$ cat src/rtl/dma_pkg.sv
// Shared types for the block-copy DMA initiator.
package dma_pkg;

    typedef enum logic [1:0] {
        IDLE,
        RD,
        RW,
        WR
    } dma_state_e;

endpackage

$ cat src/rtl/mem_copy_dma.sv
// Word block-copy engine: reads word k while writing word k-1, one word per cycle after fill.
// Overlapping ranges behave like a forward loop because memory forwards wdata on raddr==waddr.
module mem_copy_dma
    import dma_pkg::*;
#(
    parameter int unsigned NUMWORDS  = 4096,
    parameter int unsigned DATAWIDTH = 32,
    localparam int unsigned AW       = $clog2(NUMWORDS)
) (
    input  logic                 clk_i,
    input  logic                 rst_ni,
    input  logic                 start_i,
    input  logic [AW-1:0]        src_i,
    input  logic [AW-1:0]        dst_i,
    input  logic [AW:0]          len_i,
    output logic                 busy_o,
    output logic                 done_o,
    output logic                 re_o,
    output logic [AW-1:0]        raddr_o,
    input  logic [DATAWIDTH-1:0] rdata_i,
    output logic                 we_o,
    output logic [AW-1:0]        waddr_o,
    output logic [DATAWIDTH-1:0] wdata_o
);

    localparam logic [AW:0] LEN_MAX = (AW+1)'(NUMWORDS);
    localparam logic [AW:0] LEN_ONE = (AW+1)'(1);

    dma_state_e           r_state, w_state_d;
    logic [AW-1:0]        r_src, w_src_d;
    logic [AW-1:0]        r_dst, w_dst_d;
    logic [AW:0]          r_rem, w_rem_d;
    logic [DATAWIDTH-1:0] r_data, w_data_d;
    logic                 r_done, w_done_d;
    logic [AW:0]          w_len_sat;

    assign w_len_sat = (len_i > LEN_MAX) ? LEN_MAX : len_i;

    always_comb begin
        w_state_d = r_state;
        w_src_d   = r_src;
        w_dst_d   = r_dst;
        w_rem_d   = r_rem;
        w_data_d  = r_data;
        w_done_d  = 1'b0;
        busy_o    = 1'b0;
        re_o      = 1'b0;
        raddr_o   = '0;
        we_o      = 1'b0;
        waddr_o   = '0;
        wdata_o   = '0;

        unique case (r_state)
            IDLE: begin
                if (start_i) begin
                    if (w_len_sat != '0) begin
                        w_src_d   = src_i;
                        w_dst_d   = dst_i;
                        w_rem_d   = w_len_sat;
                        w_state_d = RD;
                    end else begin
                        w_done_d = 1'b1;
                    end
                end
            end
            RD: begin
                busy_o    = 1'b1;
                re_o      = 1'b1;
                raddr_o   = r_src;
                w_data_d  = rdata_i;
                w_src_d   = r_src + 1'b1;
                w_rem_d   = r_rem - 1'b1;
                w_state_d = (r_rem != LEN_ONE) ? RW : WR;
            end
            RW: begin
                busy_o   = 1'b1;
                re_o     = 1'b1;
                raddr_o  = r_src;
                we_o     = 1'b1;
                waddr_o  = r_dst;
                wdata_o  = r_data;
                w_data_d = rdata_i;
                w_src_d  = r_src + 1'b1;
                w_dst_d  = r_dst + 1'b1;
                w_rem_d  = r_rem - 1'b1;
                // r_rem==1 means the word read now is the last one
                if (r_rem == LEN_ONE) begin
                    w_state_d = WR;
                end
            end
            WR: begin
                busy_o    = 1'b1;
                we_o      = 1'b1;
                waddr_o   = r_dst;
                wdata_o   = r_data;
                w_done_d  = 1'b1;
                w_state_d = IDLE;
            end
            default: begin
                w_state_d = IDLE;
            end
        endcase
    end

    always_ff @(posedge clk_i) begin
        if (!rst_ni) begin
            r_state <= IDLE;
            r_src   <= '0;
            r_dst   <= '0;
            r_rem   <= '0;
            r_data  <= '0;
            r_done  <= 1'b0;
        end else begin
            r_state <= w_state_d;
            r_src   <= w_src_d;
            r_dst   <= w_dst_d;
            r_rem   <= w_rem_d;
            r_data  <= w_data_d;
            r_done  <= w_done_d;
        end
    end

    assign done_o = r_done;

endmodule

$ cat config.mk
export PLATFORM = sky130hd
export DESIGN_NAME = mem_copy_dma
export DESIGN_NICKNAME = d
export VERILOG_FILES = /design/src/rtl/dma_pkg.sv /design/src/rtl/mem_copy_dma.sv
export SDC_FILE = /design/constraint.sdc
export NUM_CORES = 1
export LEC_CHECK = 0
export ABC_CLOCK_PERIOD_IN_PS = 4800
export CORE_MARGIN = 4
export CORE_UTILIZATION = 50
export DETAILED_ROUTE_END_ITERATION = 6
export PLACE_DENSITY = 0.86
export SLEW_MARGIN = 20
export SYNTH_ARGS = -nofsm -noshare
export SYNTH_HDL_FRONTEND = slang
export SYNTH_SLANG_ARGS = --single-unit
$ cat constraint.sdc
create_clock -name clk_i -period 4.8 [get_ports clk_i]
set_clock_uncertainty 0.05 [all_clocks]
set_input_delay 0.72 -clock clk_i [delete_from_list [all_inputs] [get_ports clk_i]]
set_output_delay 0.72 -clock clk_i [all_outputs]
set_load 0.01 [all_outputs]
== After elaboration in Yosys (flattened, before gate mapping) ==
Cells that the tools add are included.

* Add/sub/neg operators: 3
* Magnitude comparators: 1
* Equality and inequality tests: 8
* Multiplexer cells: 24
* Reduce and logical (&&, ||, !) cells: 10

{| class="wikitable"
|+ Operators with widths
! cell !! number
|-
| 12-bit 2-to-1 mux || 6
|-
| 12-bit one-hot mux with 2 select lines || 2
|-
| 13-bit 2-to-1 mux || 3
|-
| 32-bit 2-to-1 mux || 1
|-
| 13-bit one-hot mux with 2 select lines || 1
|-
| 12-bit by 1-bit adder with 12-bit output (second input constant) || 2
|-
| 13-bit by 1-bit equality test with 1-bit output (second input constant) || 1
|-
| 13-bit > comparator (second input constant) || 1
|-
| 13-bit by 1-bit != test with 1-bit output (second input constant) || 1
|-
| 13-bit nonzero test || 1
|-
| 13-bit by 1-bit subtractor with 13-bit output (second input constant) || 1
|-
| 3-bit AND reduction || 3
|-
| 2-bit one-hot mux with 4 select lines || 1
|-
| 1-bit 2-to-1 mux || 6
|-
| 2-bit 2-to-1 mux || 3
|-
| 2-bit != test (second input constant) || 3
|-
| 2-bit equality test (second input constant) || 2
|-
| 2-bit nonzero test || 2
|-
| 2-bit OR reduction || 2
|-
| 3-bit OR reduction || 1
|-
| 2-bit by 1-bit equality test with 1-bit output (second input constant) || 1
|-
| 2-bit zero test || 1
|-
| 1-bit one-hot mux with 2 select lines || 1
|}

* Bits in registers: 72
* Input port bits: 72
* Output and inout bits: 60
* Logic and storage cells: 52

== Depth between registers and ports, before layout ==
Gate-level depths: netlist of run 1.

* Depth after elaboration: 6
* Depth in mapped cells: 8
* Depth with buffers taken out: 7

== Worst setup path before layout of run 1 ==
No wires, ideal clock.

* Kind: register to output
* From: register r_state[0]
* To: output raddr_o[0]
* Arrival time: 1,674 ps
* Data required time: 4,030 ps
* Path slack: 2,356 ps
* Cell stages (with the launch flop): 6
* Path buffers: 2
* Cells stage by stage: dfxtp_1 -> inv_1 -> ha_1 -> clkbuf_1 -> buf_1 -> and2_1

* Longest elaborated chain between the ends: 3
* Elaborated cells between the ends (all ways): 4
* Those cells by class: eq/ne: 2; mux: 1; reduce/logical: 1

{| class="wikitable"
|+ Ends and longest elaborated chain
! what !! line !! source
|-
| start: declaration || mem_copy_dma.sv:29 || <nowiki>dma_state_e r_state, w_state_d;</nowiki>
|-
| start signal: assignment || mem_copy_dma.sv:114 || <nowiki>r_state <= w_state_d;</nowiki>
|-
| 2-bit equality test or 2-bit by 1-bit equality test with 1-bit output (tied branches) || mem_copy_dma.sv:53 || <nowiki>unique case (r_state)</nowiki>
|-
| 2-bit OR reduction (no source line) * || - ||
|-
| 12-bit 2-to-1 mux * || mem_copy_dma.sv:53 ||
|-
| end: declaration || mem_copy_dma.sv:19 || <nowiki>output logic [AW-1:0] raddr_o,</nowiki>
|}

Mark *: on every way between the ends. The rest lies on a longest branch, timed or not.

== Worst setup path after layout of run 1 ==
* From: register r_state[0]
* To: output wdata_o[0]

* Longest elaborated chain between the ends: 3
* Elaborated cells between the ends (all ways): 4
* Those cells by class: eq/ne: 2; mux: 1; reduce/logical: 1

{| class="wikitable"
|+ Ends and longest elaborated chain
! what !! line !! source
|-
| 2-bit equality test || mem_copy_dma.sv:53 ||
|-
| 2-bit OR reduction (no source line) * || - ||
|-
| 32-bit 2-to-1 mux * || mem_copy_dma.sv:53 ||
|-
| end: declaration || mem_copy_dma.sv:23 || <nowiki>output logic [DATAWIDTH-1:0] wdata_o</nowiki>
|}

Marked as above.

==> results of run 1 <==
-- cells in the mapped netlist, types with 10 or more instances --
cell / instances
o21ai_0: 16
and2_1: 14
nand2_1: 47
clkbuf_1: 22
dfxtp_1: 72
inv_1: 10
buf_2: 10
nand3_1: 14
nor2_1: 63
mux2i_1: 37
a21oi_1: 40
nor2b_1: 46
nor3_1: 10
-- worst max path at each step --
stage	slack, ps	cells after the start	startpoint	end
finish	1170	5	r_state[0]	wdata_o[0]
detailed placement	1520	5	r_state[0]	wdata_o[11]
CTS	1130	5	r_state[0]	wdata_o[10]
floorplan	2360	5	r_state[0]	raddr_o[0]
global route	890	5	r_state[0]	wdata_o[10]
global placement	1660	5	r_state[0]	waddr_o[1]
-- layout make-up --
cell class	count	area, sq um	area share (%)
Multi-Input combinational cell	395	2510	44.0
Sequential cell	72	1440	25.3
Timing Repair Buffer	134	1330	23.4
Tap cell	102	128	2.24
Clock inverter	7	125	2.19
Clock buffer	9	124	2.17
Inverter	11	41.3	0.724
-- worst max-delay path: cells and delay by family, from the launching register on --
kind	cells	cell delay [ps]
simple gates	2	960
buf+inv	2	660
fa+ha+maj	1	490
flops	1	410
-- stage by stage --
| stage | power [mW] | cell area (sq um) | util (%) | hold WS, ps | worst slack [ps] |
|---|---|---|---|---|---|
| 6_report | 3.07 | 5710 | 72.3 | 436 | 1170 |
| 2_1_floorplan | 2.04 | 4130 | - | 391 | 2360 |
| 3_5_place_dp | 2.46 | 5460 | 69.2 | 417 | 1520 |
| 3_3_place_gp | 2.41 | 5460 | 69.2 | 407 | 1660 |
| 5_1_grt | 3.28 | 5710 | 72.3 | 461 | 894 |
| 4_1_cts | 3.07 | 5710 | 72.3 | 432 | 1130 |
-- flip-flops by register name, indices dropped and copies added (netlist names) --
name,cells
done_o,1
r_src,12
r_state,2
r_data,32
r_rem,13
r_dst,12
-- metal layers --
| metal | share of wire (%) | routed length, um |
|---|---|---|
| met1 | 40 | 4580 |
| met2 | 51 | 5820 |
| met3 | 7.0 | 802 |
| met4 | 1.9 | 214 |
| met5 | 0 | 0 |
-- report_power, final --
group | total [mW] | internal, mW | switching (mW)
clock network | 0.600 | 0.352 | 0.248
logic | 1.52 | 0.691 | 0.825
registers | 0.954 | 0.782 | 0.172
total | 3.07 | 1.82 | 1.24
-- cells by family after synthesis --
group / after synthesis / synth area share (%)
simple gates: 235 / 30.1
buf+inv: 47 / 4.76
xor+xnor: 2 / 0.424
mux: 38 / 9.24
compound gates: 112 / 18.2
flops: 72 / 34.9
fa+ha+maj: 8 / 2.42
==> metrics.yaml, run 1 <==
status:
  status: "finished, final reports clean"
cells_and_area:
  most-common-layout-cells: "clkdlybuf4s50_1 (131), dfxtp_1 (72), nor2_1 (62), nand2_1 (47), nor2b_1 (46)"
  fin_nets: 703
  layout_commonest_cell: "clkdlybuf4s50_1"
  instances_no_fill: 730
  diodes: 0
  fillers: 589
  syn2layout_area_growth_pct: 38.1
  drive_above_1_share_pct: 6.37
sta:
  finalCritPeriodShare_pct: 75.5
  fmaxAchievable_mhz: 276
  hold_viol: 0
  rsz0062_at_grt: "no"
  relSlewSlack_pct: 31.4
  worst_slew_pin_slew_ps: 1020
  min_period_ps: 3630
  drv_slew: 0
  tns_ps: 0
  setup-violations-final: 0
worst_setup_path:
  cp_slowest_stage_delay_ps: 830
  crit_path_max_fanout: 45
  reg2reg_depth: 6
  r2r-start: "r_state[0]"
  end_kind: "primary output"
  cp.required_ps: 4030
  cp_slowest_cell: "nor2_4"
  rrSetupSlack_ps: 1620
  crit_path_cell_trace: "inv_1 -> ha_1 -> nor2_4 -> nor2b_1 -> clkdlybuf4s50_1"
  critPathLaunchType: "flop"
  r2r_end: "r_src[4]"
  critPathArrivalTime_ps: 2860
  worst-setup-path-type: "reg2out"
floorplanning:
  initial_core_util_pct: 52.4
  die_y_um: 98.9
  design.core.area_sq_um: 7890
  io_pins: 132
  dieArea_sq_um: 9780
  fp-row-count: 32
  die_x_um: 98.9
logic_synthesis:
  ys_types: 60
  ys_seq_area_share_pct: 34.9
  synth_warnings: 0
  ys_async_sr_fraction_pct: 0
  synth_edf_count: 0
  avgSynthCellArea_sq_um: 8.04
  synthCells: 514
  synthFlopType: "dfxtp_1"
  yosys.area.top_type: "dfxtp_1"
  synth_top_area_share_pct: 34.9
  yosys-top-cells-area: "dfxtp_1 (35%), mux2i_1 (9.0%), nor2b_1 (7.0%)"
  synth-seq-cells: 72
  syn-num-nets: 594
  syn_area_sq_um: 4130
grt:
  grtUsageTotal_pct: 22.5
  grt_pass1_vias: 4044
  antenna_found_initial: 0
  grt_util_met2_pct: 38.4
  grt_util_met3_pct: 6.30
  grt_pass1_wl_mm: 18.5
  grt_start_max_net_pins: 80
  grt_busiest_layer: "met2"
  grt_overflow: 0
  grt_use_met1_pct: 27.5
min_path:
  min_path_type: "reg2reg"
  min_to: "r_src[11]"
  worstHoldStart: "r_src[11]"
  whs_path_depth: 1
clocking:
  cts.repair.resized: 0
  cts.path.max_buffers: 2
  cts_buffers: 9
  cts_tree: "built"
  clock_latency_ps: 340
  postCtsHoldBufs: 0
  path_clk_slew_ps: 90
  root_buffer: "clkbuf_8"
  cts.sinks: 72
  h-tree-depth: 3
  cts_setup_buffers: 0
placement:
  port_buffers: 131
  place_inst: 714
  dpl.hpwl_mm: 8.10
  gp_congestion: 0.920
detailed_routing:
  drt-vias-per-instance: 5.76
  routed-via-count: 4206
  first_iter_violations: 168
  drt_pass1_iterations: 5
  drc: 0
  avgRoutedWirePerCell_um: 15.6
  wirelength_mm: 11.4
  drtAntennaViolNets: 0
job:
  cap_violations: 0
pwr:
  static-leakage-power_nw: 2.07
  irDropWorstVdd_mv: 0.284
  pwr_density_cell_nw_per_um2: 538
Note: power is estimated with default switching activity, not from simulation.
==> run 2: changes to the inputs <==
- ABC_CLOCK_PERIOD_IN_PS: 4800 -> 3100
- CORE_UTILIZATION: 50 -> 42
- PLACE_DENSITY: 0.86 -> 0.77
- clock period: 4.8 -> 3.1 ns (I/O delays scaled with it)
==> run 2 against run 1 <==
  * Design area increased by 0.88%
  * Register-to-register slack got worse by 900 ps
  * Combinational power up 59%
  * Setup slack worse by 880 ps
  * Global-route usage is 2.2 points lower
  * Sequential share of layout area down 0.22 points
  * Final cell count up 4.8%
  * Core utilization fell by 11 points
  * Clock power is 28% higher
  * Worst hold slack better by 2.4 ps
  * Via count down 0.81%
  * Critical path depth is 1 lower
  * Critical path type unchanged
  * Largest cell class unchanged
  * Largest power group unchanged
==> metrics.yaml, run 2 (synthesis gave the netlist of run 1 again) <==
worst_setup_path:
  critPathArrivalTime_ps: 2290
  cp_slowest_cell: "ha_4"
  critPathLaunchType: "flop"
  crit_path_cell_trace: "inv_1 -> ha_4 -> and2_1 -> clkdlybuf4s50_1"
  end_kind: "primary output"
  cp_num_buf_inv: 2
  cp.required_ps: 2580
  worst-setup-path-type: "reg2out"
  worstSetupStartpoint: "r_state[0]"
  cp_top_family: "buffers and inverters"
  rrSetupSlack_ps: 720
  crit_path_max_fanout: 51
  r2r-start: "r_state[0]"
  cp_slowest_stage_delay_ps: 610
placement:
  place_inst: 749
  place_ws_ps: 598
  place_area_sq_um: 5550
  dpl.hpwl_mm: 8.41
  gp_congestion: 0.883
  port_buffers: 131
grt:
  grt_pass1_wl_mm: 19.5
  grt_overflow: 0
  grt_start_max_net_pins: 52
  grtUsageTotal_pct: 20.3
  antenna_found_initial: 0
  grt_pass1_vias: 4185
clocking:
  cts.path.max_buffers: 2
  postCtsHoldBufs: 0
  cts_setup_buffers: 0
  cts_tree: "built"
  path_clk_slew_ps: 80
  root_buffer: "clkbuf_8"
  cts_buffers: 9
  cts.sinks: 72
  clock_latency_ps: 330
  h-tree-depth: 3
  cts.repair.resized: 0
floorplanning:
  io_pins: 132
  design.core.area_sq_um: 9420
  initial_core_util_pct: 43.9
  die_x_um: 107
  die_y_um: 107
  fp-row-count: 35
  dieArea_sq_um: 11500
detailed_routing:
  drtAntennaViolNets: 0
  wirelength_mm: 11.7
  drt-vias-per-instance: 5.45
  drt_pass1_iterations: 5
  avgRoutedWirePerCell_um: 15.4
  drc: 0
  first_iter_violations: 200
  routed-via-count: 4172
sta:
  worst_slew_pin_slew_ps: 788
  tns_ps: 0
  min_period_ps: 2800
  fmaxAchievable_mhz: 357
  worst_slack_ps: 297
  finalCritPeriodShare_pct: 90.4
  setup-violations-final: 0
  relSlewSlack_pct: 47.4
  hold_viol: 0
  drv_slew: 0
  hold_slack_ps: 438
  rsz0062_at_grt: "no"
cells_and_area:
  drive_above_1_share_pct: 7.70
  top_register: "r_data"
  layout_commonest_cell: "clkdlybuf4s50_1"
  syn2layout_area_growth_pct: 39.4
  largest_reg_flops: 32
  reg_top3: "r_data x32, r_rem x13"
  diodes: 0
  most-common-layout-cells: "clkdlybuf4s50_1 (131), dfxtp_1 (72), nor2_1 (62), nand2_1 (47), nor2b_1 (46)"
  fin_nets: 711
  instances_no_fill: 765
  fin_area_sq_um: 5760
min_path:
  worstHoldStart: "r_data[13]"
  min_path_type: "reg2reg"
pwr:
  switching_share_pct: 41.5
  power.clock.fraction_pct: 16.5
  seqPwrFrac_pct: 31.7
  p_sw_mw: 1.93
  irDropWorstVdd_mv: 0.462
  pwr-share-comb_pct: 51.8
  static-leakage-power_nw: 2.09
  pwr_density_cell_nw_per_um2: 807
  intPower_mw: 2.72
status:
  status: "finished, final reports clean"
job:
  cap_violations: 0
-- run 2: changes by cell type in the layout (fill, tap and decap cells not counted) --
cell / delta
clkbuf_8: +1
inv_6: -2
clkinv_2: +1
clkinv_1: -1
clkinvlp_4: +2
buf_4: +8
bufinv_16: -2
inv_2: +1
-- run 2: metal layers --
metal / share of wire [%] / up-vias / track usage (%)
met5: 0 / - / 0
met2: 50 / 134 / 34.9
met3: 6.7 / 15 / 5.12
met4: 1.4 / 0 / 6.21
met1: 42 / 1957 / 24.9
li1: - / 2066 / -
-- run 2: worst paths after layout --
check | endpoint | cells past startpoint
setup / recovery | raddr_o[9] | 4
hold / removal | r_data[13] | 2
setup reg to reg | r_src[7] | 8
hold reg to reg | r_data[13] | 2
-- run 2: power groups by stage --
stage / sequential, mW / clock, mW / combinational [mW]
after floorplan: 1.39 / 0 / 1.77
after global placement: 1.47 / 0 / 2.33
after detailed placement: 1.49 / 0 / 2.40
after CTS: 1.47 / 0.788 / 2.41
after global routing: 1.52 / 0.832 / 2.66
final: 1.47 / 0.767 / 2.41
-- run 2: area by class of cell --
| cell class | instances | area, sq um |
|---|---|---|
| Multi-Input combinational cell | 395 | 2510 |
| Clock inverter | 6 | 67.6 |
| Fill cell | 856 | 3660 |
| Sequential cell | 72 | 1440 |
| Tap cell | 129 | 161 |
| Clock buffer | 10 | 138 |
| Timing Repair Buffer | 142 | 1390 |
| Inverter | 11 | 41.3 |
-- run 2: per-stage QoR --
| step | power, mW | util (%) |
|---|---|---|
| after detailed placement | 3.88 | 59.0 |
| final | 4.65 | 61.1 |
| after global routing | 5.01 | 61.1 |
| after floorplan | 3.16 | - |
| after global placement | 3.80 | 59.0 |
| after CTS | 4.66 | 61.1 |
-- run 2: worst reg2reg max path: stages, from the launching register on --
cell and delay, ps:
dfxtp_1 410, inv_1 130, ha_4 610, clkinv_1 360, buf_4 300, nor2_1 110, nand4_1 100, a21oi_1 160
o2bb2ai_1 110
